`src/rtl/sopc_data_bus.sv`:
```
`default_nettype none
// ============================================================================
// sopc_data_bus : MIPS32 SOPC data-side interconnect, one master to NUM_SLV
//                 slaves with req/ack handshake, stall, timeout and bus error.
// Revision      : 1.0
// ============================================================================
module sopc_data_bus #(
  parameter int DATA_W  = 32,
  parameter int ADDR_W  = 32,
  parameter int NUM_SLV = 4,
  parameter int TIMEOUT = 16
) (
  input  logic                      clk,
  input  logic                      rst,
  input  logic                      m_ce_i,
  input  logic                      m_we_i,
  input  logic [ADDR_W-1:0]         m_addr_i,
  input  logic [DATA_W/8-1:0]       m_sel_i,
  input  logic [DATA_W-1:0]         m_data_i,
  output logic [DATA_W-1:0]         m_data_o,
  output logic                      m_stall_o,
  output logic                      m_err_o,
  output logic [ADDR_W-1:0]         err_addr_o,
  output logic [NUM_SLV-1:0]        s_ce_o,
  output logic                      s_we_o,
  output logic [ADDR_W-1:0]         s_addr_o,
  output logic [DATA_W/8-1:0]       s_sel_o,
  output logic [DATA_W-1:0]         s_data_o,
  input  logic [NUM_SLV*DATA_W-1:0] s_data_i,
  input  logic [NUM_SLV-1:0]        s_ack_i
);

  localparam int         SEL_W      = DATA_W / 8;
  localparam logic [4:0] C_NUM_SLV  = 5'(NUM_SLV);
  localparam logic [7:0] C_LAST_CYC = 8'(TIMEOUT - 1);

  typedef enum logic [1:0] {
    IDLE   = 2'd0,
    ACCESS = 2'd1,
    RESP   = 2'd2,
    ERR    = 2'd3
  } state_t;

  state_t              state_q, state_d;
  logic [7:0]          cnt_q, cnt_d;
  logic [3:0]          idx_q, idx_d;
  logic                we_q, we_d;
  logic [ADDR_W-1:0]   addr_q, addr_d;
  logic [SEL_W-1:0]    sel_q, sel_d;
  logic [DATA_W-1:0]   wdata_q, wdata_d;
  logic [DATA_W-1:0]   rdata_q, rdata_d;
  logic [ADDR_W-1:0]   err_addr_q, err_addr_d;

  logic [3:0]          req_idx;
  logic                req_mapped;
  logic [NUM_SLV-1:0]  slv_hot;
  logic                ack_sel;
  logic [DATA_W-1:0]   rd_mux;

  assign req_idx    = m_addr_i[ADDR_W-1 -: 4];
  assign req_mapped = ({1'b0, req_idx} < C_NUM_SLV);

  generate
    for (genvar k = 0; k < NUM_SLV; k++) begin : g_slv_hot
      assign slv_hot[k] = (idx_q == 4'(k));
    end
  endgenerate

  // Acks from slaves other than the selected one are masked off here.
  assign ack_sel = |(s_ack_i & slv_hot);

  always_comb begin
    rd_mux = '0;
    for (int k = 0; k < NUM_SLV; k++) begin
      if (slv_hot[k]) begin
        rd_mux = rd_mux | s_data_i[k*DATA_W +: DATA_W];
      end
    end
  end

  always_comb begin
    state_d    = state_q;
    cnt_d      = cnt_q;
    idx_d      = idx_q;
    we_d       = we_q;
    addr_d     = addr_q;
    sel_d      = sel_q;
    wdata_d    = wdata_q;
    rdata_d    = rdata_q;
    err_addr_d = err_addr_q;
    case (state_q)
      IDLE: begin
        cnt_d = '0;
        if (m_ce_i) begin
          idx_d   = req_idx;
          we_d    = m_we_i;
          addr_d  = m_addr_i;
          sel_d   = m_sel_i;
          wdata_d = m_data_i;
          if (req_mapped) begin
            state_d = ACCESS;
          end else begin
            state_d    = ERR;
            rdata_d    = '0;
            err_addr_d = m_addr_i;
          end
        end
      end
      ACCESS: begin
        // Ack is checked before the timeout so a last-cycle ack still completes.
        if (ack_sel) begin
          if (!we_q) begin
            rdata_d = rd_mux;
          end
          state_d = RESP;
        end else if (cnt_q == C_LAST_CYC) begin
          state_d    = ERR;
          rdata_d    = '0;
          err_addr_d = addr_q;
        end else begin
          cnt_d = cnt_q + 8'd1;
        end
      end
      RESP:    state_d = IDLE;
      ERR:     state_d = IDLE;
      default: state_d = IDLE;
    endcase
  end

  always_ff @(posedge clk or posedge rst) begin
    if (rst) begin
      state_q    <= IDLE;
      cnt_q      <= '0;
      idx_q      <= '0;
      we_q       <= 1'b0;
      addr_q     <= '0;
      sel_q      <= '0;
      wdata_q    <= '0;
      rdata_q    <= '0;
      err_addr_q <= '0;
    end else begin
      state_q    <= state_d;
      cnt_q      <= cnt_d;
      idx_q      <= idx_d;
      we_q       <= we_d;
      addr_q     <= addr_d;
      sel_q      <= sel_d;
      wdata_q    <= wdata_d;
      rdata_q    <= rdata_d;
      err_addr_q <= err_addr_d;
    end
  end

  // Stall depends on the live request in IDLE so the master holds from cycle 0.
  assign m_stall_o  = ~rst & (((state_q == IDLE) & m_ce_i) | (state_q == ACCESS));
  assign m_err_o    = (state_q == ERR);
  assign m_data_o   = rdata_q;
  assign err_addr_o = err_addr_q;
  assign s_ce_o     = (state_q == ACCESS) ? slv_hot : '0;
  assign s_we_o     = we_q;
  assign s_addr_o   = addr_q;
  assign s_sel_o    = sel_q;
  assign s_data_o   = wdata_q;

endmodule
`default_nettype wire

```
`config.mk`:
```
export PLATFORM = sky130hd
export DESIGN_NAME = sopc_data_bus
export DESIGN_NICKNAME = d
export VERILOG_FILES = /design/src/rtl/sopc_data_bus.sv
export SDC_FILE = /design/constraint.sdc
export NUM_CORES = 1
export LEC_CHECK = 0
export BUFFER_PORTS_ARGS = -buffer_cell sky130_fd_sc_hd__buf_2
export CAP_MARGIN = 20
export CORE_MARGIN = 8
export CORE_UTILIZATION = 43
export DETAILED_ROUTE_END_ITERATION = 10
export GPL_TIMING_DRIVEN = 0
export PLACE_DENSITY_LB_ADDON = 0.3
export SLEW_MARGIN = 20
export SYNTH_ARGS = -nofsm -noshare
export SYNTH_HDL_FRONTEND = slang
export SYNTH_SLANG_ARGS = --single-unit
export TNS_END_PERCENT = 50
```
`constraint.sdc`:
```
create_clock -name clk -period 4.87 [get_ports clk]
set_clock_uncertainty 0.2 [all_clocks]
set_input_delay 0.974 -clock clk [delete_from_list [all_inputs] [get_ports clk]]
set_output_delay 0.974 -clock clk [all_outputs]
set_load 0.01 [all_outputs]
```
==> results.yml, run 1 <==
synthesis:
  yosys.area_share.simple: 0.1229
  synth.distinct_cells: 38
  synth.top_cell.area_share: 0.4896
  seq_area_frac_synth: 0.4896
  synth_compound_area_frac: 0.08559
  synth_seq_cells: 143
  syn_avg_cell_area_um2: 10.64
  syn-num-nets: 892
  synthXorXnorAreaFrac: 0
  synth_top_family_by_area: "multiplexers"
  netlist_area_um2: 7310
  synthTopCellsByArea: "dfrtp_1, mux2_2, mux2i_1, nand2_1, nand3_1"
  synthAdderAreaFrac: 0.001712
  yosys_warnings: 0
  postSynthCellCount: 687
  synth.area.mux_share: 0.2473
  yosysTopAreaCell: "dfrtp_1"
worst_setup_path:
  reg2reg_slack_ns: 2.20
  rr_startpoint: "state_q[1]"
  cp-end-kind: "output pin"
  start_kind: "flop"
  critPathKind: "reg2out"
  critPathMaxFanout: 10
  path_cells: "nand2b_1, clkbuf_1, buf_1, nor3_1, buf_2"
  path_delay_family: "buffers and inverters"
  slowest_delay_ns: 0.56
  arrival_ns: 2.40
  r2r_cells: 5
  cp.depth: 5
  r2r-end: "s_data_o[4]"
  crit_required_ns: 3.70
  worst-path-buf-inv: 3
  cp_slowest_cell: "buf_1"
worst_hold_path:
  hold_path_startpoint: "err_addr_o[2]"
  hold_depth: 1
  min_to: "err_addr_o[2]"
  hp-class: "reg2reg"
cts:
  cts_tree: "built"
  clockBufferDepth: 2
  clock_sinks: 143
  post-cts-setup-buffer-count: 0
  htreeDepth: 4
  hold_buffers: 0
  worst_skew_pair.late_latency_ns: 0.42
  ctsResizeCount: 0
  cts_made_buffers: 17
  root_buffer: "clkbuf_16"
  path_clk_slew_ns: 0.06
sta:
  rsz0062_at_grt: "false"
  tightestPinTransition_ns: 0.7747
  fin_crit_sh: 0.7344
  slew_headroom: 0.4835
  period_minus_slack_ns: 3.577
  finalMaxSlewViolations: 0
  setup_tns_ns: 0
  setup-violations-final: 0
  fmax_mhz: 279.6
  setup_ws_ns: 1.293
  hold_violations: 0
route:
  wl_met2_mm: 12.27
  wirelength_met1_mm: 9.980
  ant_nets: 0
  wire_per_inst_um: 19.56
  wirelength_mm: 25.21
  drcViolationCount: 0
  via_per_inst: 5.285
  drt-pass1-iter-count: 5
  route.vias.total: 6812
  dr_wl_met3_mm: 2.346
  dr.max_layer_used: "met5"
  drt_iter0_markers: 333
job:
  drv_cap: 0
grt:
  first_global_vias: 7214
  grt_overflow: 0
  grt_max_degree: 34
  antenna_found_initial: 5
  grt_pass1_wl_mm: 39.45
  grt_usage: 0.2314
floorplan:
  row_count: 47
  start_util: 0.4408
  pin_count: 343
  die_area_um2: 21430
  die-height_um: 146.4
  core_area_um2: 16580
  fp.dieW_um: 146.4
power_and_ir_drop:
  p_per_area_nw_per_um2: 635.6
  vdd_drop_max_mv: 0.3808
  power.leakage_uw: 0.004965
status:
  status: "completed"
cells_and_area:
  fillCellCount: 1458
  finalNetCount: 1257
  final_layout_size_suffix_gt1_frac: 0.4727
  syn_to_final_growth_pct: 36.41
place:
  place_congestion: 0.8472
  hpwl_mm: 19.99
  pre_cts_ws_ns: 1.741
  io_buffer_count: 342
-- metal layers --
| layer | track usage | up-vias |
|---|---|---|
| li1 | - | 3186 |
| met1 | 0.2561 | 3288 |
| met2 | 0.3907 | 292 |
| met3 | 0.09672 | 42 |
| met4 | 0.08552 | 4 |
| met5 | 0 | - |
-- cell usage after synthesis --
| library cell | n |
|---|---|
| dfrtp_1 | 143 |
| nand2_1 | 104 |
| mux2_2 | 97 |
| nand3_1 | 70 |
| mux2i_1 | 67 |
| inv_1 | 36 |
| o211ai_1 | 36 |
| o22ai_1 | 32 |
| clkbuf_1 | 27 |
| buf_2 | 18 |
| nor2_1 | 8 |
| o311ai_0 | 6 |
| buf_1 | 5 |
| nor3_1 | 5 |
| mux2_1 | 4 |
| buf_6 | 3 |
| a32oi_1 | 2 |
| and2_1 | 2 |
| nand4b_1 | 2 |
| or3_1 | 2 |
| a221oi_4 | 1 |
| a31oi_2 | 1 |
| buf_4 | 1 |
| ha_1 | 1 |
| nand2b_1 | 1 |
| nand4_1 | 1 |
| nor2b_1 | 1 |
| nor4_1 | 1 |
| nor4b_1 | 1 |
| o21a_1 | 1 |
| o21ai_0 | 1 |
| o21ai_1 | 1 |
| o21bai_1 | 1 |
| o22a_1 | 1 |
| o22ai_2 | 1 |
| or2_2 | 1 |
| or3b_2 | 1 |
| or4_4 | 1 |
-- state kept, by name, indices dropped and copies added, names as in the netlist --
name	cells
err_addr_o	32
s_addr_o	28
s_we_o	1
state_q	2
cnt_q	8
s_data_o	32
idx_q	4
s_sel_o	4
m_data_o	32
-- through the flow --
step	util	power [uW]	hold WS, ns	area, um^2	std cells
final	0.6013	6337	0.2869	9971	1289
after detailed placement	0.5656	5101	0.2738	9380	1253
after CTS	0.6005	6412	0.2879	9958	1284
after global routing	0.6010	6743	0.3046	9966	1287
after floorplan	-	3930	0.3250	7313	687
after global placement	0.5608	5031	0.2649	9300	1249
-- area by class of cell --
| class | instances | area [um^2] | share of cell area |
|---|---|---|---|
| antenna | 5 | 12.51 | 0.001255 |
| buffer | 54 | 251.5 | 0.02522 |
| clock buffer | 17 | 425.4 | 0.04267 |
| clock inverter | 14 | 152.6 | 0.01531 |
| inverter | 36 | 138.9 | 0.01393 |
| multi-input combinational | 454 | 3344 | 0.3354 |
| sequential | 143 | 3578 | 0.3589 |
| tap | 220 | 275.3 | 0.02761 |
| timing repair buffer | 346 | 1792 | 0.1797 |
-- worst max-delay path by stage --
stage	startpoint	end	slack, ns
after floorplan	rst	cnt_q[0]	1.90
after global placement	rst	s_data_o[19]	0.88
after detailed placement	state_q[1]	s_ce_o[0]	1.74
after CTS	state_q[1]	s_ce_o[0]	1.26
after global routing	state_q[1]	s_ce_o[0]	1.11
final	state_q[1]	s_ce_o[0]	1.29
-- layout by cell type (no fill, tap or decap), types with 8 or more instances in the layout --
| cell type | instances |
|---|---|
| buf_2 | 360 |
| clkbuf_1 | 27 |
| clkbuf_16 | 17 |
| dfrtp_1 | 143 |
| inv_1 | 35 |
| mux2_2 | 97 |
| mux2i_1 | 67 |
| nand2_1 | 104 |
| nand3_1 | 70 |
| nor2_1 | 8 |
| o211ai_1 | 36 |
| o22ai_1 | 32 |
-- power breakdown --
| part | total [uW] | internal, uW | switching [uW] |
|---|---|---|---|
| Clock | 1280 | 720 | 560 |
| Sequential | 1970 | 1680 | 295 |
| Combinational | 3090 | 1360 | 1730 |
| Total | 6340 | 3760 | 2580 |
-- logic make-up after synthesis --
| kind of cell | Yosys count |
|---|---|
| mux | 168 |
| flops | 143 |
| fa+ha+maj | 1 |
| buf+inv | 90 |
| compound gates | 84 |
| simple gates | 201 |
Power figures use the tool's default switching activity.
==> inputs of run 2 (changes only) <==
clock period = 3.1 ns   (was 4.87 ns; I/O delays follow)
==> run 2 against run 1 <==
Combinational power up 56%. Sequential cell count unchanged. Largest cell class unchanged. Global-route usage about the same. Via count up 0.29%. First-iteration DRC count up 8.1%. Cell area about the same. Largest power group unchanged. Total power up 57%. Non-clock buffer count down 3.
==> results.yml, run 2 (synthesized netlist as in run 1, its figures left out) <==
status:
  status: "completed"
cts:
  cts_tree: "built"
  cts_made_buffers: 17
  worst_skew_pair.late_latency_ns: 0.41
  hold_buffers: 0
  clock_sinks: 143
  post-cts-setup-buffer-count: 0
  htreeDepth: 4
  root_buffer: "clkbuf_16"
  path_clk_slew_ns: 0.06
  clockBufferDepth: 2
grt:
  antenna_found_initial: 5
  grt_max_degree: 34
  first_global_vias: 7200
  grt_overflow: 0
  grt_usage: 0.2315
  grt_pass1_wl_mm: 39.45
cells_and_area:
  final_cell_mix: "buf_2, dfrtp_1, nand2_1"
  final_layout_size_suffix_gt1_frac: 0.4769
  layout_commonest_cell: "buf_2"
  fin_util: 0.6008
  finalInstanceArea_um2: 9963
  syn_to_final_growth_pct: 36.31
  finalNetCount: 1254
worst_hold_path:
  hp-class: "in2async"
route:
  wirelength_mm: 25.23
  drt-pass1-iter-count: 5
  drcViolationCount: 0
  route.vias.total: 6832
  ant_nets: 0
  drt_iter0_markers: 360
  wire_per_inst_um: 19.63
  via_per_inst: 5.317
sta:
  period_minus_slack_ns: 2.983
  setup-violations-final: 0
  rsz0062_at_grt: "false"
  hold_violations: 0
  tightestPinTransition_ns: 0.7745
  hold_ws_ns: 0.04586
  finalMaxSlewViolations: 0
  fmax_mhz: 335.2
  fin_crit_sh: 0.9623
  slew_headroom: 0.4836
  setup_ws_ns: 0.1169
worst_setup_path:
  critPathKind: "reg2out"
  cp-end-kind: "output pin"
  arrival_ns: 2.16
  worst-path-buf-inv: 2
  slowest_delay_ns: 0.43
  critPathMaxFanout: 18
  path_delay_family: "simple AND/OR/NAND/NOR gates"
  start_kind: "flop"
  cp_slowest_cell: "dfrtp_1"
  crit_required_ns: 2.28
  path_cells: "or3_1, clkbuf_2, nor3_1, buf_2"
floorplan:
  fp.dieW_um: 146.4
  start_util: 0.4408
  die_area_um2: 21430
  die-height_um: 146.4
  pin_count: 343
  row_count: 47
  core_area_um2: 16580
place:
  io_buffer_count: 342
  place_congestion: 0.8472
  place_area_um2: 9380
  pre_cts_ws_ns: 0.3249
  hpwl_mm: 19.99
power_and_ir_drop:
  vdd_drop_max_mv: 0.5978
  power.total_uw: 9953
  power.leakage_uw: 0.004970
  p_per_area_nw_per_um2: 999.0
job:
  drv_cap: 0
==> run 2: cell count changes in the layout (fill, tap and decap cells not counted), sizes merged <==
cell    before  now
buf        373  372
clkbuf      44   42
diode        5    4
==> run 2: final timing paths <==
kind	from	end	slack (ns)	cells past startpoint
worst max-delay path	idx_q[1]	s_ce_o[0]	0.12	4
worst min-delay path	rst	s_we_o	0.05	2
worst max register to register	cnt_q[0]	err_addr_o[21]	0.43	6
worst min register to register	err_addr_o[0]	err_addr_o[0]	0.29	1
max in group asynchronous	rst	m_data_o[16]	1.88	4
min in group clk	m_data_i[12]	s_data_o[12]	0.23	2
==> run 2: worst reg2reg max path, cell delays in order, from the launching register on <==
cell	delay, ns
dfrtp_1	0.44
ha_1	0.24
nand4b_1	0.15
or4_4	0.50
a221oi_4	0.44
buf_6	0.23
mux2_2	0.35
==> run 2: what timing repair did <==
| item | 4_1_cts | 5_1_grt |
|---|---|---|
| resized for setup | 3 | 2 |
| setup endpoints to repair | 4 | 4 |
| pin swaps | 0 | 0 |
| gates cloned | 0 | 0 |
==> run 2: metrics by stage <==
stage / instances / setup TNS, ns
after floorplan: 687 / 0
after global placement: 1249 / -74.34
after detailed placement: 1253 / 0
after CTS: 1283 / 0
after global routing: 1284 / 0
final: 1285 / 0
==> run 2: layout make-up <==
cell class / count / area, um^2
fill: 1453 / 6620
inverter: 36 / 138.9
multi-input combinational: 454 / 3344
buffer: 51 / 246.5
tap: 220 / 275.3
timing repair buffer: 346 / 1792
antenna: 4 / 10.01
clock buffer: 17 / 425.4
sequential: 143 / 3578
clock inverter: 14 / 152.6
==> run 2: report_power, final <==
part	internal [uW]	switching [uW]
combinational	2140	2690
sequential	2630	481
clock	1130	879
total	5900	4050
==> run 2: routing by layer <==
metal	share of wire	global-route usage	vias up
met3	0.096	0.09672	46
met2	0.48	0.3910	321
met4	0.026	0.08552	4
met5	0.00063	0	-
met1	0.39	0.2561	3275
li1	-	-	3186
